$ cat src/rtl/instr_loader.sv
// Byte-serial program loader: takes a length-prefixed, big-endian byte stream and
// writes one 32-bit instruction word per four bytes, holding the CPU in reset until done.
module instr_loader #(
  parameter logic [31:0] BASE_ADDR = 32'h0000_0000,
  parameter int unsigned MAX_WORDS = 256
) (
  input  logic        clock,
  input  logic        reset,
  input  logic        start,
  input  logic [7:0]  byteIn,
  input  logic        byteValid,
  output logic        byteReady,
  output logic        memWrite,
  output logic [31:0] memAddress,
  output logic [31:0] memWriteData,
  output logic        cpuHold,
  output logic        done,
  output logic        error,
  output logic [15:0] wordCount
);

  localparam int unsigned LenW   = 16;
  localparam int unsigned WordW  = 32;
  localparam int unsigned IdxW   = 2;
  localparam logic [LenW-1:0] MaxLen = LenW'(MAX_WORDS);

  typedef enum logic [2:0] {
    S_IDLE,
    S_LEN_HI,
    S_LEN_LO,
    S_DATA,
    S_WRITE,
    S_DONE,
    S_ERROR
  } state_e;

  state_e               state_q, state_d;
  logic [LenW-1:0]      len_q, len_d;
  logic [WordW-1:0]     word_q, word_d;
  logic [IdxW-1:0]      idx_q, idx_d;
  logic [LenW-1:0]      count_q, count_d;

  logic                 ready_c;
  logic                 xfer_c;
  logic [LenW-1:0]      len_full_c;
  logic [LenW-1:0]      count_inc_c;

  // State and datapath registers
  always_ff @(posedge clock or negedge reset) begin
    if (!reset) begin
      state_q <= S_IDLE;
      len_q   <= '0;
      word_q  <= '0;
      idx_q   <= '0;
      count_q <= '0;
    end else begin
      state_q <= state_d;
      len_q   <= len_d;
      word_q  <= word_d;
      idx_q   <= idx_d;
      count_q <= count_d;
    end
  end

  // Ready depends on state alone so a source may hold its byte across a WRITE stall
  always_comb begin
    ready_c = 1'b0;
    case (state_q)
      S_LEN_HI, S_LEN_LO, S_DATA: ready_c = 1'b1;
      default:                    ready_c = 1'b0;
    endcase
  end

  assign xfer_c      = byteValid && ready_c;
  assign len_full_c  = {len_q[15:8], byteIn};
  assign count_inc_c = LenW'(count_q + 16'd1);

  // Next-state and datapath update
  always_comb begin
    state_d = state_q;
    len_d   = len_q;
    word_d  = word_q;
    idx_d   = idx_q;
    count_d = count_q;
    case (state_q)
      S_IDLE, S_DONE, S_ERROR: begin
        if (start) begin
          state_d = S_LEN_HI;
          count_d = '0;
          idx_d   = '0;
        end
      end
      S_LEN_HI: begin
        if (xfer_c) begin
          len_d[15:8] = byteIn;
          state_d     = S_LEN_LO;
        end
      end
      S_LEN_LO: begin
        if (xfer_c) begin
          len_d[7:0] = byteIn;
          if (len_full_c == '0) begin
            state_d = S_DONE;
          end else if (len_full_c > MaxLen) begin
            state_d = S_ERROR;
          end else begin
            state_d = S_DATA;
          end
        end
      end
      S_DATA: begin
        if (xfer_c) begin
          word_d = {word_q[23:0], byteIn};
          idx_d  = IdxW'(idx_q + 2'd1);
          if (idx_q == 2'd3) begin
            state_d = S_WRITE;
          end
        end
      end
      S_WRITE: begin
        count_d = count_inc_c;
        if (count_inc_c == len_q) begin
          state_d = S_DONE;
        end else begin
          state_d = S_DATA;
        end
      end
      default: begin
        state_d = S_IDLE;
      end
    endcase
  end

  // Moore outputs decoded from registered state and data
  always_comb begin
    byteReady    = ready_c;
    memWrite     = (state_q == S_WRITE);
    memAddress   = BASE_ADDR + WordW'({count_q, 2'b00});
    memWriteData = word_q;
    cpuHold      = (state_q != S_DONE);
    done         = (state_q == S_DONE);
    error        = (state_q == S_ERROR);
    wordCount    = count_q;
  end

endmodule

$ cat config.mk
export PLATFORM = sky130hd
export DESIGN_NAME = instr_loader
export DESIGN_NICKNAME = d
export VERILOG_FILES = /design/src/rtl/instr_loader.sv
export SDC_FILE = /design/constraint.sdc
export NUM_CORES = 1
export LEC_CHECK = 0
export ABC_AREA = 1
export CORE_UTILIZATION = 49
export CTS_BUF_LIST = sky130_fd_sc_hd__clkbuf_16
export CTS_CLUSTER_SIZE = 30
export DETAILED_ROUTE_END_ITERATION = 16
export GPL_TIMING_DRIVEN = 0
export PLACE_DENSITY = 0.8
export SLEW_MARGIN = 25
export SYNTH_ARGS = -nofsm -noshare
export SYNTH_HDL_FRONTEND = slang
export SYNTH_SLANG_ARGS = --single-unit
$ cat constraint.sdc
create_clock -name clock -period 2.2 [get_ports clock]
set_input_delay 0.44 -clock clock [delete_from_list [all_inputs] [get_ports clock]]
set_output_delay 0.44 -clock clock [all_outputs]
set_load 0.005 [all_outputs]
* Yosys cells after proc, flatten, opt, wreduce, memory -nomap -nowiden
Index checks and enable logic that the tools add are counted.
Storage, ports and cells: flip-flop bits (word level) 69, bits in latches 0, RAM bits 0, ROM bits 0, output and inout port bits 85, memories kept 0
Operators by class: $add $sub $neg 2, $mul 0, div/mod/pow operators 0, magnitude comparators 1, eq/ne operators 14, shifts and indexed selects 0, muxes and demuxes 15, bitwise logic cells 0, reduce and logical (&&, ||, !) cells 13
Operators with widths (count):
- one-hot mux 16 bit (2 select lines) | 1
- 2-to-1 mux 3 bit | 8
- adder 16 x 1 -> 16 bit, second input constant | 1
- == test 16 bit | 1
- > comparator 16 x 9 -> 1 bit, second input constant | 1
- zero test 16 bit | 1
- 2-to-1 mux 16 bit | 1
- one-hot mux 3 bit (5 select lines) | 1
- inequality test 2 bit, second input constant | 5
- == test 3 bit, second input constant | 3
- AND reduction 2 bit | 4
- == test 3 x 2 -> 1 bit, second input constant | 2
- OR reduction 3 bit | 2
- AND reduction 5 bit | 1
- 2-to-1 mux 2 bit | 2
- one-hot mux 2 bit (2 select lines) | 1
- nonzero test 2 bit | 2
- == test 3 x 1 -> 1 bit, second input constant | 1
- zero test 3 bit | 1
- inequality test 3 bit, second input constant | 1
- AND reduction 3 bit | 1
- adder 2 x 1 -> 2 bit, second input constant | 1
- == test 2 bit, second input constant | 1
- logical AND 1 bit | 1
- 2-to-1 mux 1 bit | 1

* Logic depth before layout (Yosys ltp)
depth in word-level cells 6, mapped depth 17, gate-level depth less buffers 17

* Worst setup path before layout
No wires, ideal clock.
path type reg-to-reg, from register count_q[0] (netlist: wordCount[0]), to register state_q[1], library setup time 116 ps, arrival 1711 ps, required time 2084 ps, path slack 373 ps, cell stages (with the launch flop) 17, path buffers 0, cell sequence dfrtp_1 > ha_1 > nand2_2 > nor2_4 > nand2_1 > nand2_1 > nand2_1 > nand2_1 > nand2_1 > nor2_1 > nand3_1 > nor2_2 > nand2_1 > nand2_1 > nand2_1 > nand2_1 > nand2_1
Between the ends: longest elaborated chain between the ends 4
Ends and longest elaborated chain:
- start: declaration | RTL line 41 | logic [LenW-1:0] count_q, count_d;
- start signal: assignment | RTL line 61 | count_q <= count_d;
- adder 16 x 1 -> 16 bit | RTL line 76 | assign count_inc_c = LenW'(count_q + 16'd1);
- == test 16 bit | RTL line 122 | if (count_inc_c == len_q) begin
- 2-to-1 mux 3 bit | RTL line 122
- one-hot mux 3 bit (5 select lines) | RTL line 85 | case (state_q)
- end signal: assignment | RTL line 57 | state_q <= state_d;
- end: declaration | RTL line 37 | state_e state_q, state_d;
Every way passes these cells. A chain may end at the register's enable or synchronous reset.

* Worst setup path in the final report
from register state_q[0], to output memWrite
Between the ends: longest elaborated chain between the ends 1
Ends and longest elaborated chain:
- == test 3 bit | RTL line 137 | memWrite = (state_q == S_WRITE);
- end: declaration | RTL line 13 | output logic memWrite,
Every way passes these cells.

==> results.md <==
Pwr:
- The power density normalized to cell area is 1120 mW/mm^2.
- The highest ir drop seen on vdd is 0.774 mV.
- Summed over all cells, the static leakage comes to 2.50 nW.
- The design draws 5.76 mW.

Placed design:
- Summed over all nets, the half-perimeter wirelength after detailed placement is 7.05 mm.
- Routability-driven placement finished with a final weighted congestion of 0.842.
- In this run the tool buffered the top-level ports with 80 buffer cells.
- The placement-stage cell area is 0.00478 mm^2.

CTS:
- The number of buffers on the longest clock path is 2.
- Counting every sink on the clock net gives 69.
- The TritonCTS clock tree is yes.
- Clock-pin slew was measured on the worst setup and hold paths at 0.06 ns.
- The latest clock arrival within the worst-skew pair is 0.33 ns.
- The CTS buffer count is 9.
- The number of H-tree levels is 3.
- The cell sitting at the root of the clock tree is a clkbuf_16.

Yosys:
- The sequential fraction of the synthesis area is 0.457.
- The synthesized instance count is 504.
- The count of state elements after synthesis is 69.
- Yosys printed 0 warnings.
- The netlist uses 29 different library cells.
- The synthesized area per cell is 7.49 um^2.
- Summing every instance area after synthesis gives 0.00378 mm^2.

Routing:
- The final antenna-violating net count is 0.
- The average wire length per cell after detail routing is 13.8 um.
- The post-route DRC violation count is 0.
- In this run, the number of DRC markers left after iteration 0 of detailed routing was 194.
- The detailed-route wire length is 9.92 mm.
- Before antenna repair, the detailed router went through 5 iterations.
- The routed layout has 3675 vias.
- Using the TritonRoute via totals, the vias-per-cell ratio works out to 5.12.

Finish:
- The final layout contains 628 nets.
- The share of cells above drive strength 1 is 0.123.
- The antenna diode count is 0.
- The finished cells cover 0.00516 mm^2.
- The layout overhead on the synthesized area is 36.7%.
- The layout has 597 filler cells.

Floorplanning:
- The core region is 0.00737 mm^2.
- The die is 89.8 um wide.
- In this run the vertical extent of the chip is 89.8 um.
- The floorplan has 31 rows.
- The overall die area is 0.00806 mm^2.
- The number of ports placed on the die boundary is 97.
- The effective utilization at floorplan is 0.512.

GRT:
- The global-route wire length before repair is 17.0 mm.
- The overall fraction of global-route tracks in use is 0.263.
- The number of antenna violations at the first check in global routing is 0.
- The largest net degree at the start of global routing is 52.
- The number of global-route vias before repair is 3569.
- Summed over all layers, the global routing overflow is 0.

Setup path:
- The endpoint kind of the worst setup timing path is a primary output.
- Data arrives at the worst endpoint at 1.71 ns.
- The critical path's slowest cell is clkdlybuf4s50_1.
- The kind of critical path is reg2out.
- The maximum fanout along the worst path is 4.
- The signal on the critical path passes through nor2_2, inv_1, nor2_4, buf_6, clkdlybuf4s50_1.
- Broken down by cell family, the worst path's largest delay share belongs to buffers and inverters.
- The number of buffer and inverter stages on the critical path is 3.
- STA puts the critical path data required time at 1.76 ns.
- The maximum single-stage delay on the critical path is 0.49 ns.
- The worst setup path is launched from a flop.

Job:
- Max-cap violations in this run came to 0.

STA:
- The setup skew after layout is 0.00774 ns.
- The transition at the pin with the smallest max-transition slack is 0.537 ns.
- The final hold violation count is 0.
- The peak clock frequency supported by timing is 0.465 GHz.
- The count of final max-slew check failures is 0.
- Setup violations remaining at the end of the flow were counted as 0.
- The final critical-path required period is 2.15 ns.
- Measured against its own limit, the worst slew margin works out to 0.642.
- After routing, the total negative slack on setup checks comes to 0 ns.
- In the finished design, the share of the clock period the worst path needs comes to 0.978.

Status:
- The run finished with clean final reports.

Hold path:
- The class of the worst hold path is reg2reg.
==> layout by cell type (no fill, tap or decap), types with 2 or more instances in the layout <==
| cell | netlist | routed |
|---|---|---|
| nor2_4 | 5 | 6 |
| dfrtp_1 | 69 | 67 |
| nand2_1 | 165 | 165 |
| inv_1 | 60 | 61 |
| clkbuf_1 | 9 | 9 |
| o21ai_0 | 44 | 44 |
| clkbuf_16 | 0 | 9 |
| bufinv_16 | 0 | 2 |
| a21oi_1 | 4 | 4 |
| nor2_2 | 6 | 8 |
| nand4_1 | 13 | 13 |
| conb_1 | 1 | 16 |
| buf_4 | 32 | 35 |
| nor3_1 | 2 | 2 |
| o22ai_1 | 7 | 7 |
| clkinv_1 | 1 | 2 |
| clkinvlp_4 | 0 | 2 |
| clkdlybuf4s50_1 | 0 | 79 |
| nand3b_1 | 4 | 4 |
| nor2_1 | 25 | 22 |
| nand3_1 | 41 | 40 |
| dfrtp_2 | 0 | 2 |
| nand2_2 | 4 | 4 |
==> Yosys cell counts, drive strengths merged <==
cell | instances | share of area
nand2 | 170 | 0.17
dfrtp | 69 | 0.46
inv | 61 | 0.061
o21ai | 44 | 0.058
nand3 | 41 | 0.054
nor2 | 36 | 0.050
buf | 33 | 0.065
nand4 | 13 | 0.022
clkbuf | 9 | 0.0089
o22ai | 7 | 0.012
a21oi | 4 | 0.0053
nand3b | 4 | 0.0080
and2 | 2 | 0.0040
ha | 2 | 0.0066
nor3 | 2 | 0.0027
a22o | 1 | 0.0023
a31oi | 1 | 0.0017
clkinv | 1 | 0.00099
conb | 1 | 0.00099
o21bai | 1 | 0.0020
xnor2 | 1 | 0.0023
xor2 | 1 | 0.0023
==> worst paths after layout <==
| kind | startpoint | end | slack, ns | cells past startpoint |
|---|---|---|---|---|
| hold / removal | memWriteData[24] | memWriteData[24] | 0.47 | 2 |
| hold reg to reg | memWriteData[24] | memWriteData[24] | 0.47 | 2 |
| max in group asynchronous | reset | len_q[13] | 1.12 | 3 |
| setup reg to reg | wordCount[0] | state_q[1] | 0.15 | 15 |
| min in group asynchronous | reset | wordCount[5] | 0.53 | 2 |
| setup / recovery | state_q[0] | memWrite | 0.05 | 5 |
==> sequential cells by signal (all words and copies together), names as in the netlist <==
name	count
wordCount	16
len_q	16
idx_q	2
state_q	3
memWriteData	32
==> kinds of logic after synthesis <==
| logic type | synth area share |
|---|---|
| AND/OR/NAND/NOR | 0.314 |
| buffers and inverters | 0.136 |
| flip-flops | 0.457 |
| AO/OA/AOI/OAI | 0.0812 |
| XOR/XNOR | 0.00464 |
| adder cells (fa/ha/maj) | 0.00663 |
| other | 0.000993 |
==> where the power goes <==
group	total, mW	leakage, nW	internal (mW)	switching (mW)
registers	2.13	0.903	1.72	0.409
logic	2.08	1.44	1.03	1.05
clock network	1.55	0.150	0.986	0.566
==> routing by layer <==
metal / global-route usage / vias up / wire (um)
li1: - / 1779 / -
met1: 0.321 / 1705 / 3990
met2: 0.448 / 165 / 4920
met3: 0.0601 / 26 / 743
met4: 0.108 / 0 / 270
met5: 0 / - / 0
==> worst register-to-register path, delay by kind of cell (launching register included) <==
kind / cells / cell delay (ns)
DFF: 1 / 0.47
buffers and inverters: 1 / 0.15
and+or+nand+nor: 13 / 1.14
adders and majority gates: 1 / 0.18
==> metrics by stage <==
stage	instances	hold slack (ns)	worst slack, ns	util
6_report	718	0.468	0.0488	0.701
5_1_grt	718	0.514	-0.0499	0.701
4_1_cts	717	0.474	0.0334	0.696
3_5_place_dp	699	0.350	-0.191	0.649
3_3_place_gp	698	0.455	-1.66	0.646
2_1_floorplan	519	0.144	0.373	-
==> what timing repair did <==
item	4_1_cts	5_1_grt
endpoints found under the hold margin	2	0
cloned	0	0
hold buffers	1	0
buffers inserted	1	1
gates resized for setup	4	7
setup endpoints to repair	1	33
pin swaps	0	2
==> cell type report <==
class,count,area [um^2],area share
Clock inverter,7,91.3,0.0177
Multi-Input combinational cell,346,1620,0.315
Sequential cell,69,1730,0.335
Timing Repair Buffer,84,851,0.165
Clock buffer,9,225,0.0436
Buffer,42,285,0.0553
Inverter,62,233,0.0451
Tap cell,99,124,0.0240
(Power assumes the default switching activity.)
